File: src/rtl/game_fsm_multi.sv
// Start-button / multi-target scoring game controller with lives and a life-lost pause.
// Define GAME_FSM_PAUSE_EN to add a PAUSED state toggled by keycode 8'h29 during play.
module game_fsm_multi #(
    parameter int         NUM_TARGETS  = 3,
    parameter int         SCORE_W      = 11,
    parameter int         WIN_SCORE    = 3,
    parameter int         LIVES        = 3,
    parameter int         PAUSE_CYCLES = 60,
    parameter logic [9:0] BTN_X        = 10'd320,
    parameter logic [9:0] BTN_Y        = 10'd320,
    parameter logic [9:0] BTN_HW       = 10'd40,
    parameter logic [9:0] BTN_HH       = 10'd40,
    parameter logic [7:0] RESTART_KEY  = 8'h28
) (
    input  logic                   Clk,
    input  logic                   Reset_n,
    input  logic                   leftButton,
    input  logic [9:0]             cursorX,
    input  logic [9:0]             cursorY,
    input  logic [7:0]             key,
    input  logic                   caught,
    input  logic [NUM_TARGETS-1:0] scoring,
    output logic                   game_start,
    output logic                   ready,
    output logic                   won,
    output logic                   lost,
    output logic [SCORE_W-1:0]     totalscore,
    output logic [3:0]             hextotal,
    output logic [3:0]             hextotal2,
    output logic [3:0]             lives_left,
    output logic [NUM_TARGETS-1:0] target_done
);

    localparam int                 CNT_W     = (PAUSE_CYCLES > 1) ? $clog2(PAUSE_CYCLES) : 1;
    localparam logic [CNT_W-1:0]   CNT_LAST  = CNT_W'(PAUSE_CYCLES - 1);
    localparam int                 SUM_W     = SCORE_W + 5;
    localparam logic [SCORE_W-1:0] SCORE_MAX = '1;
    localparam logic [SCORE_W-1:0] WIN_S     = SCORE_W'(WIN_SCORE);
    // Button bounds widened to 11 bits; a half-extent larger than the centre clamps to 0.
    localparam logic [10:0] X_LO = (BTN_HW > BTN_X) ? 11'd0 : 11'(BTN_X - BTN_HW);
    localparam logic [10:0] Y_LO = (BTN_HH > BTN_Y) ? 11'd0 : 11'(BTN_Y - BTN_HH);
    localparam logic [10:0] X_HI = 11'(BTN_X) + 11'(BTN_HW);
    localparam logic [10:0] Y_HI = 11'(BTN_Y) + 11'(BTN_HH);

    typedef enum logic [2:0] {
        S_IDLE, S_ARM, S_PLAY, S_LIFE_LOST, S_WIN, S_LOSE
`ifdef GAME_FSM_PAUSE_EN
        , S_PAUSED
`endif
    } state_t;

    state_t               state;
    logic                 btn_prev;
    logic                 click;
    logic [CNT_W-1:0]     pause_cnt;
    logic [NUM_TARGETS-1:0] hits;
    logic [4:0]           hit_cnt;
    logic [SUM_W-1:0]     score_sum;
    logic [SCORE_W-1:0]   score_nxt;
    logic [6:0]           bcd_sum;
    logic [6:0]           bcd_sat;

`ifdef GAME_FSM_PAUSE_EN
    logic [7:0] key_prev;
    logic       pause_hit;
    // Toggle only on a fresh press so a held key cannot bounce in and out of PAUSED.
    assign pause_hit = (key == 8'h29) && (key_prev != 8'h29);
`endif

    assign click = leftButton && !btn_prev
                && ({1'b0, cursorX} >= X_LO) && ({1'b0, cursorX} < X_HI)
                && ({1'b0, cursorY} >= Y_LO) && ({1'b0, cursorY} < Y_HI);

    always_comb begin
        hits    = scoring & ~target_done;
        hit_cnt = '0;
        for (int i = 0; i < NUM_TARGETS; i++)
            hit_cnt = hit_cnt + 5'(hits[i]);
        score_sum = SUM_W'(totalscore) + SUM_W'(hit_cnt);
        score_nxt = (score_sum > SUM_W'(SCORE_MAX)) ? SCORE_MAX : score_sum[SCORE_W-1:0];
        // BCD view tracks the same increments but saturates at 99 on its own.
        bcd_sum   = 7'(hextotal2) * 7'd10 + 7'(hextotal) + 7'(hit_cnt);
        bcd_sat   = (bcd_sum > 7'd99) ? 7'd99 : bcd_sum;
    end

    always_ff @(posedge Clk or negedge Reset_n) begin
        if (!Reset_n) begin
            state       <= S_IDLE;
            btn_prev    <= 1'b0;
            pause_cnt   <= '0;
            totalscore  <= '0;
            hextotal    <= '0;
            hextotal2   <= '0;
            lives_left  <= 4'(LIVES);
            target_done <= '0;
            game_start  <= 1'b1;
            ready       <= 1'b0;
            won         <= 1'b0;
            lost        <= 1'b0;
`ifdef GAME_FSM_PAUSE_EN
            key_prev    <= '0;
`endif
        end else begin
            btn_prev <= leftButton;
            ready    <= 1'b0;
`ifdef GAME_FSM_PAUSE_EN
            key_prev <= key;
`endif
            case (state)
                S_IDLE: if (click) begin
                    state      <= S_ARM;
                    game_start <= 1'b0;
                end
                S_ARM: begin
                    state       <= S_PLAY;
                    ready       <= 1'b1;
                    totalscore  <= '0;
                    hextotal    <= '0;
                    hextotal2   <= '0;
                    target_done <= '0;
                    lives_left  <= 4'(LIVES);
                end
                S_PLAY:
`ifdef GAME_FSM_PAUSE_EN
                if (pause_hit) state <= S_PAUSED; else
`endif
                begin
                    totalscore  <= score_nxt;
                    hextotal    <= 4'(bcd_sat % 7'd10);
                    hextotal2   <= 4'(bcd_sat / 7'd10);
                    target_done <= target_done | scoring;
                    // A win in the same cycle as a catch wins and keeps the life.
                    if (score_nxt >= WIN_S) begin
                        state <= S_WIN;
                        won   <= 1'b1;
                    end else if (caught) begin
                        lives_left <= lives_left - 4'd1;
                        if (lives_left == 4'd1) begin
                            state <= S_LOSE;
                            lost  <= 1'b1;
                        end else begin
                            state     <= S_LIFE_LOST;
                            pause_cnt <= '0;
                        end
                    end
                end
                S_LIFE_LOST: begin
                    if (pause_cnt == CNT_LAST) begin
                        state     <= S_PLAY;
                        pause_cnt <= '0;
                    end else begin
                        pause_cnt <= pause_cnt + 1'b1;
                    end
                end
                S_WIN, S_LOSE: if (key == RESTART_KEY) begin
                    state      <= S_IDLE;
                    won        <= 1'b0;
                    lost       <= 1'b0;
                    game_start <= 1'b1;
                end
`ifdef GAME_FSM_PAUSE_EN
                S_PAUSED: if (pause_hit) state <= S_PLAY;
`endif
                default: begin
                    state      <= S_IDLE;
                    game_start <= 1'b1;
                    won        <= 1'b0;
                    lost       <= 1'b0;
                end
            endcase
        end
    end

endmodule

File: config.mk
export PLATFORM = sky130hd
export DESIGN_NAME = game_fsm_multi
export DESIGN_NICKNAME = d
export VERILOG_FILES = /design/src/rtl/game_fsm_multi.sv
export SDC_FILE = /design/constraint.sdc
export NUM_CORES = 1
export LEC_CHECK = 0
export CORE_ASPECT_RATIO = 1.5
export CORE_MARGIN = 1
export CORE_UTILIZATION = 25
export DETAILED_ROUTE_END_ITERATION = 10
export PLACE_DENSITY = 0.46
export RECOVER_POWER = 50
export SYNTH_ARGS = -nofsm -noshare
export SYNTH_HDL_FRONTEND = slang
export SYNTH_SLANG_ARGS = --single-unit
File: constraint.sdc
create_clock -name Clk -period 6.05 [get_ports Clk]
set_input_delay 1.21 -clock Clk [delete_from_list [all_inputs] [get_ports Clk]]
set_output_delay 1.21 -clock Clk [all_outputs]
set_load 0.05 [all_outputs]
==> flow_metrics.env, run 1 <==
export IMPL_status="finished with violations"
export IMPL_violations="capacitance limit, slew limit, setup timing"
export IMPL_numCtsBuffers=5
export IMPL_die_y_um=139.8
export IMPL_critPathMaxStageDelay_ns=0.48
export IMPL_synth_seq_cells=40
export IMPL_numPortBuffers=58
export IMPL_clock_sinks=40
export IMPL_grt_met2_usage_pct=29.31
export IMPL_worstPathArrival_ns=6.49
export IMPL_cp_required_ns=6.27
export IMPL_critPathBufInv=4
export IMPL_worstSetupPathType="input pin to register"
export IMPL_maxClockFrequency_mhz=159.5
export IMPL_ys_warn_count=0
export IMPL_ios=65
export IMPL_vias=3179
export IMPL_wire_per_inst_um=15.16
export IMPL_rsz0062_at_grt="yes"
export IMPL_dpl_hpwl_um=7174
export IMPL_grt_ovfl_total=0
export IMPL_ys_types=70
export IMPL_critPathLaunchType="input pin"
export IMPL_drive_gt1_share_pct=26.81
export IMPL_num_antenna_cells=0
export IMPL_synth_edf_count=0
export IMPL_maxCapViolCount=1
export IMPL_cp_max_fo=4
export IMPL_yosys_area_top_type="dfrtp_1"
export IMPL_initial_core_util_pct=25.57
export IMPL_cp_top_family="adder cells"
export IMPL_fp_dieArea_sq_um=13130
export IMPL_cp_slowest_cell="fa_1"
export IMPL_die_w_um=93.90
export IMPL_synth_most_common_cell="dfrtp_1"
export IMPL_syn_num_nets=409
export IMPL_grt_total_usage_pct=15.31
export IMPL_grt_max_degree=41
export IMPL_synthCells=351
export IMPL_row_count=50
export IMPL_clk_pin_slew_worst_paths_ns=0.06
export IMPL_skew_ns=0.007943
export IMPL_cts_tree="built"
export IMPL_setup_ws_ns=-0.2216
export IMPL_period_share_pct=103.7
export IMPL_syn2layout_area_growth_pct=48.48
export IMPL_cts_root_buffer="clkbuf_16"
export IMPL_holdBufCountCts=0
export IMPL_wl_um=9491
export IMPL_antenna_found_initial=0
export IMPL_drt_initial_drc_count=100
export IMPL_hold_class="register to register"
export IMPL_core_area_sq_um=12390
export IMPL_ys_async_sr_fraction_pct=100.0
export IMPL_grt_pass1_vias=3250
export IMPL_clock_latency_ns=0.29
export IMPL_drc=0
export IMPL_dr_pass1_iters=4
export IMPL_end_kind="register"
export IMPL_busiest_layer="met2"
export IMPL_synth_top_flop_cell="dfrtp_1"
export IMPL_relSlewSlack_pct=-54.35
export IMPL_antenna_left=0
export IMPL_worstMarginPinSlew_ns=2.315
export IMPL_cts_buffer_depth=2
export IMPL_synth_area_leaders="dfrtp_1 29%, ha_1 7.1%, nand2_1 3.9%"
export IMPL_yosys_top_cells_count="37 x dfrtp_1, 33 x nand2_1, 27 x nor2_1, 22 x inv_1, 21 x a21oi_1"
export IMPL_slew_viol_final=41
export IMPL_grtUsageMet1_pct=16.65
export IMPL_setup_violations=4
export IMPL_timing_hold_ws_ns=0.4873
export IMPL_finalHoldViolations=0
export IMPL_drt_vias_per_instance=5.078
export IMPL_place_congestion=0.8297
export IMPL_avgSynthCellArea_sq_um=9.022
export IMPL_post_route_min_period_ns=6.272
export IMPL_ys_seq_area_share_pct=31.73
export IMPL_fin_nets=527
export IMPL_yosysTopAreaCellShare_pct=29.24
export IMPL_grt_first_pass_wirelength_um=15860
export IMPL_htreeDepth=2
export IMPL_synth_area_sq_um=3167
export IMPL_met3_usage_pct=2.678
worst paths after layout:
path,startpoint,end,slack [ns],cells past startpoint
max,scoring[1],hextotal[1]$_DFFE_PN0P_,-0.22,27
min,game_start$_DFFE_PN1P_,game_start$_DFFE_PN1P_,0.49,2
max reg2reg,target_done[1]$_DFFE_PN0P_,hextotal[1]$_DFFE_PN0P_,0.28,26
min in group asynchronous,Reset_n,pause_cnt[0]$_DFFE_PN0P_,1.62,1
min reg2reg,game_start$_DFFE_PN1P_,game_start$_DFFE_PN1P_,0.49,2
max in group asynchronous,Reset_n,hextotal2[3]$_DFFE_PN0P_,3.11,1
placed cells by master, fill, tap and decap left out, drive strengths merged, types with 6 or more instances in the layout:
master,netlist,layout
a21oi,21,21
a211oi,7,7
nor2,27,27
nand4,9,9
clkbuf,12,7
xnor2,6,6
nand2,34,34
buf,1,69
nor3,11,11
dfrtp,37,37
o21ai,22,22
clkdlybuf4s50,0,45
a22o,8,8
ha,18,18
nand3,9,9
inv,22,22
o21a,6,6
a31oi,11,11
dlygate4sd3,0,9
flip-flops by register name, indices dropped and copies added, names as in the netlist:
name	count
state	3
totalscore	11
hextotal	4
pause_cnt	6
won	1
hextotal2	4
ready	1
lives_left	4
btn_prev	1
target_done	3
game_start	1
lost	1
per-stage QoR:
stage / area [sq um] / instances / utilization (%) / setup TNS, ns / setup WS (ns)
3_3_place_gp: 4347 / 601 / 35.09 / -4.214 / -0.9840
4_1_cts: 4668 / 627 / 37.69 / -0.6709 / -0.2580
3_5_place_dp: 4347 / 601 / 35.09 / -4.418 / -1.015
2_1_floorplan: 3269 / 351 / - / -1.578 / -0.5340
5_1_grt: 4702 / 626 / 37.96 / -1.315 / -0.4257
6_report: 4702 / 626 / 37.96 / -0.4742 / -0.2216
worst reg2reg max path: stages, from the launching register on:
cell	delay, ns
dfrtp_1	0.40
nand2b_4	0.15
fa_2	0.39
fa_1	0.48
inv_1	0.04
ha_2	0.18
fa_2	0.34
and3_4	0.19
or3_4	0.34
and2_4	0.20
a21oi_4	0.17
ha_4	0.19
a21oi_4	0.04
o21ai_2	0.16
nand2_2	0.08
ha_4	0.18
nor3_4	0.18
nor2_1	0.06
o32a_1	0.38
a211o_1	0.31
o211ai_2	0.08
inv_1	0.07
ha_2	0.18
buf_6	0.11
a2111o_1	0.41
mux2_4	0.32
o211ai_2	0.07
layout make-up:
cell class | count | area [sq um]
fill | 1261 | 7685
multi-input combinational | 275 | 2175
timing repair buffer | 124 | 1092
sequential | 40 | 1005
tap | 156 | 195.2
clock buffer | 6 | 128.9
inverter | 23 | 93.84
clock inverter | 2 | 12.51
cell families after synthesis:
group           share of synthesized area [%]
simple gates                            19.76
buf+inv                                 4.702
compound gates                          27.78
xor+xnor                                3.674
fa+ha+maj                               10.27
mux                                     2.094
flops                                   31.73
routing by layer:
metal,vias to the layer above,wire length (um)
met5,-,0
met4,0,129
met3,12,335
met2,71,5303
met1,1552,3723
li1,1544,-
timing repair:
action                                  in CTS  in global routing
pin swaps                                   16                 19
buffers inserted                            18                  0
resized for setup                           23                  8
endpoints found under the setup margin       5                  4
Power of run 1 is not shown: default switching activity piles up to over one toggle a cycle in this logic, so the estimate is an artifact.
==> run 2, diff against run 1 <==
Settings changed: GPL_ROUTABILITY_DRIVEN set to 0, MAX_ROUTING_LAYER set to met4.
==> run 2 against run 1 <==
The flow still finishes with violations (capacitance limit, slew limit, setup timing); routed wire length barely moved; sequential share of layout area stayed put; maximum frequency about the same; global-route usage rose by 0.45 points; worst hold slack is essentially flat; critical path depth stayed put; flip-flop and latch count unchanged; non-clock buffer count stayed put; design area stayed put; highest routed layer unchanged.
==> flow_metrics.env, run 2 (same netlist as run 1, synthesis figures left out) <==
export IMPL_grt_max_degree=41
export IMPL_setup_tns_ns=-0.4734
export IMPL_num_antenna_cells=0
export IMPL_htreeDepth=2
export IMPL_grt_pass1_vias=3256
export IMPL_maxClockFrequency_mhz=159.4
export IMPL_relSlewSlack_pct=-53.87
export IMPL_rrSetupSlack_ns=0.28
export IMPL_post_route_min_period_ns=6.272
export IMPL_clock_latency_ns=0.29
export IMPL_initial_core_util_pct=25.57
export IMPL_final_common_cell="buf_4"
export IMPL_holdBufCountCts=0
export IMPL_postLayoutCellArea_sq_um=4702
export IMPL_hold_class="register to register"
export IMPL_wire_per_inst_um=15.17
export IMPL_r2r_cells=26
export IMPL_antenna_left=0
export IMPL_fin_nets=527
export IMPL_finalHoldViolations=0
export IMPL_critPathLaunchType="input pin"
export IMPL_postPlaceCellArea_sq_um=4347
export IMPL_drive_gt1_share_pct=26.81
export IMPL_final_cell_mix="62 x buf_4, 45 x clkdlybuf4s50_1, 37 x dfrtp_1"
export IMPL_critPathMaxStageDelay_ns=0.48
export IMPL_cp_endpoint="hextotal[1]$_DFFE_PN0P_"
export IMPL_drt_vias_per_instance=5.061
export IMPL_worstPathArrival_ns=6.49
export IMPL_setup_ws_ns=-0.2225
export IMPL_worstMarginPinSlew_ns=2.308
export IMPL_status="finished with violations"
export IMPL_clk_pin_slew_worst_paths_ns=0.06
export IMPL_vias=3168
export IMPL_seqCellArea_sq_um=1005
export IMPL_core_area_sq_um=12390
export IMPL_final_fill_count=1261
export IMPL_rsz0062_at_grt="yes"
export IMPL_end_kind="register"
export IMPL_wl_um=9498
export IMPL_fp_dieArea_sq_um=13130
export IMPL_skew_ns=0.007808
export IMPL_cp_max_fo=4
export IMPL_syn2layout_area_growth_pct=48.48
export IMPL_reg2reg_from="target_done[1]$_DFFE_PN0P_"
export IMPL_cp_top_family="adder cells"
export IMPL_ios=65
export IMPL_reg_top3="totalscore (11), pause_cnt (6)"
export IMPL_cp_required_ns=6.27
export IMPL_slew_viol_final=41
export IMPL_largest_reg_flops=11
export IMPL_cts_tree="built"
export IMPL_drt_initial_drc_count=99
export IMPL_grt_ovfl_total=0
export IMPL_critPathBufInv=4
export IMPL_clock_sinks=40
export IMPL_post_place_ws_ns=-1.015
export IMPL_worstSetupPathType="input pin to register"
export IMPL_die_w_um=93.90
export IMPL_row_count=50
export IMPL_antenna_found_initial=0
export IMPL_dpl_hpwl_um=7174
export IMPL_startpoint="scoring[1]"
export IMPL_utilization_pct=37.96
export IMPL_maxCapViolCount=1
export IMPL_setup_violations=4
export IMPL_drc=0
export IMPL_period_share_pct=103.7
export IMPL_multiInputGateArea_sq_um=2175
export IMPL_numCtsBuffers=5
export IMPL_dr_pass1_iters=4
export IMPL_top_register="totalscore"
export IMPL_violations="capacitance limit, slew limit, setup timing"
export IMPL_timing_rr_end="hextotal[1]$_DFFE_PN0P_"
export IMPL_cp_slowest_cell="fa_1"
export IMPL_numPortBuffers=58
export IMPL_grt_first_pass_wirelength_um=15860
export IMPL_cp_num_cells=27
export IMPL_die_y_um=139.8
export IMPL_grt_total_usage_pct=15.76
export IMPL_cts_buffer_depth=2
export IMPL_cts_root_buffer="clkbuf_16"
## run 2: cell counts in the layout (fill, tap and decap cells not counted)
No cell type changed its count.
## run 2: cell type report
class / instances / area share [%]
well taps: 156 / 4.151
multi-input cells: 275 / 46.25
clock inverters: 2 / 0.2661
flip-flops and latches: 40 / 21.37
repair buffers: 124 / 23.23
inverters: 23 / 1.996
clock buffers: 6 / 2.741
## run 2: how the worst min path moves through the flow
stage	startpoint	to	cells past startpoint
floorplan	pause_cnt[5]$_DFFE_PN0P_	pause_cnt[5]$_DFFE_PN0P_	1
global placement	game_start$_DFFE_PN1P_	game_start$_DFFE_PN1P_	2
detailed placement	pause_cnt[5]$_DFFE_PN0P_	pause_cnt[5]$_DFFE_PN0P_	1
CTS	pause_cnt[5]$_DFFE_PN0P_	pause_cnt[5]$_DFFE_PN0P_	1
global route	won$_DFFE_PN0P_	won$_DFFE_PN0P_	1
finish	game_start$_DFFE_PN1P_	game_start$_DFFE_PN1P_	2
## run 2: worst register-to-register path: cells and delay by family, from the launching register on
family                   cells  cell delay [ns]
AO/OA/AOI/OAI                8             1.62
adder cells (fa/ha/maj)      7             1.94
buffers and inverters        3             0.22
flip-flops                   1             0.40
multiplexers                 1             0.32
AND/OR/NAND/NOR              7             1.20
## run 2: what timing repair did
| item | 4_1_cts | 5_1_grt |
|---|---|---|
| resized for setup | 23 | 8 |
| setup endpoints to repair | 5 | 4 |
| endpoints found under the hold margin | 0 | 0 |
| pin swaps | 16 | 19 |
| buffers inserted | 18 | 0 |
## run 2: stage by stage
stage / hold slack, ns / instances
2_1_floorplan: 0.4453 / 351
3_3_place_gp: 0.4793 / 601
3_5_place_dp: 0.4783 / 601
4_1_cts: 0.4918 / 627
5_1_grt: 0.5162 / 626
6_report: 0.4877 / 626
## run 2: per-layer routing
metal | part of all wire, % | track usage, % | vias up
li1 | - | - | 1546
met1 | 39 | 16.89 | 1544
met2 | 56 | 29.31 | 64
met4 | 1.8 | 4.453 | 0
met5 | 0 | - | -
met3 | 2.9 | 2.295 | 14
Power of run 2 is left out for the same reason.
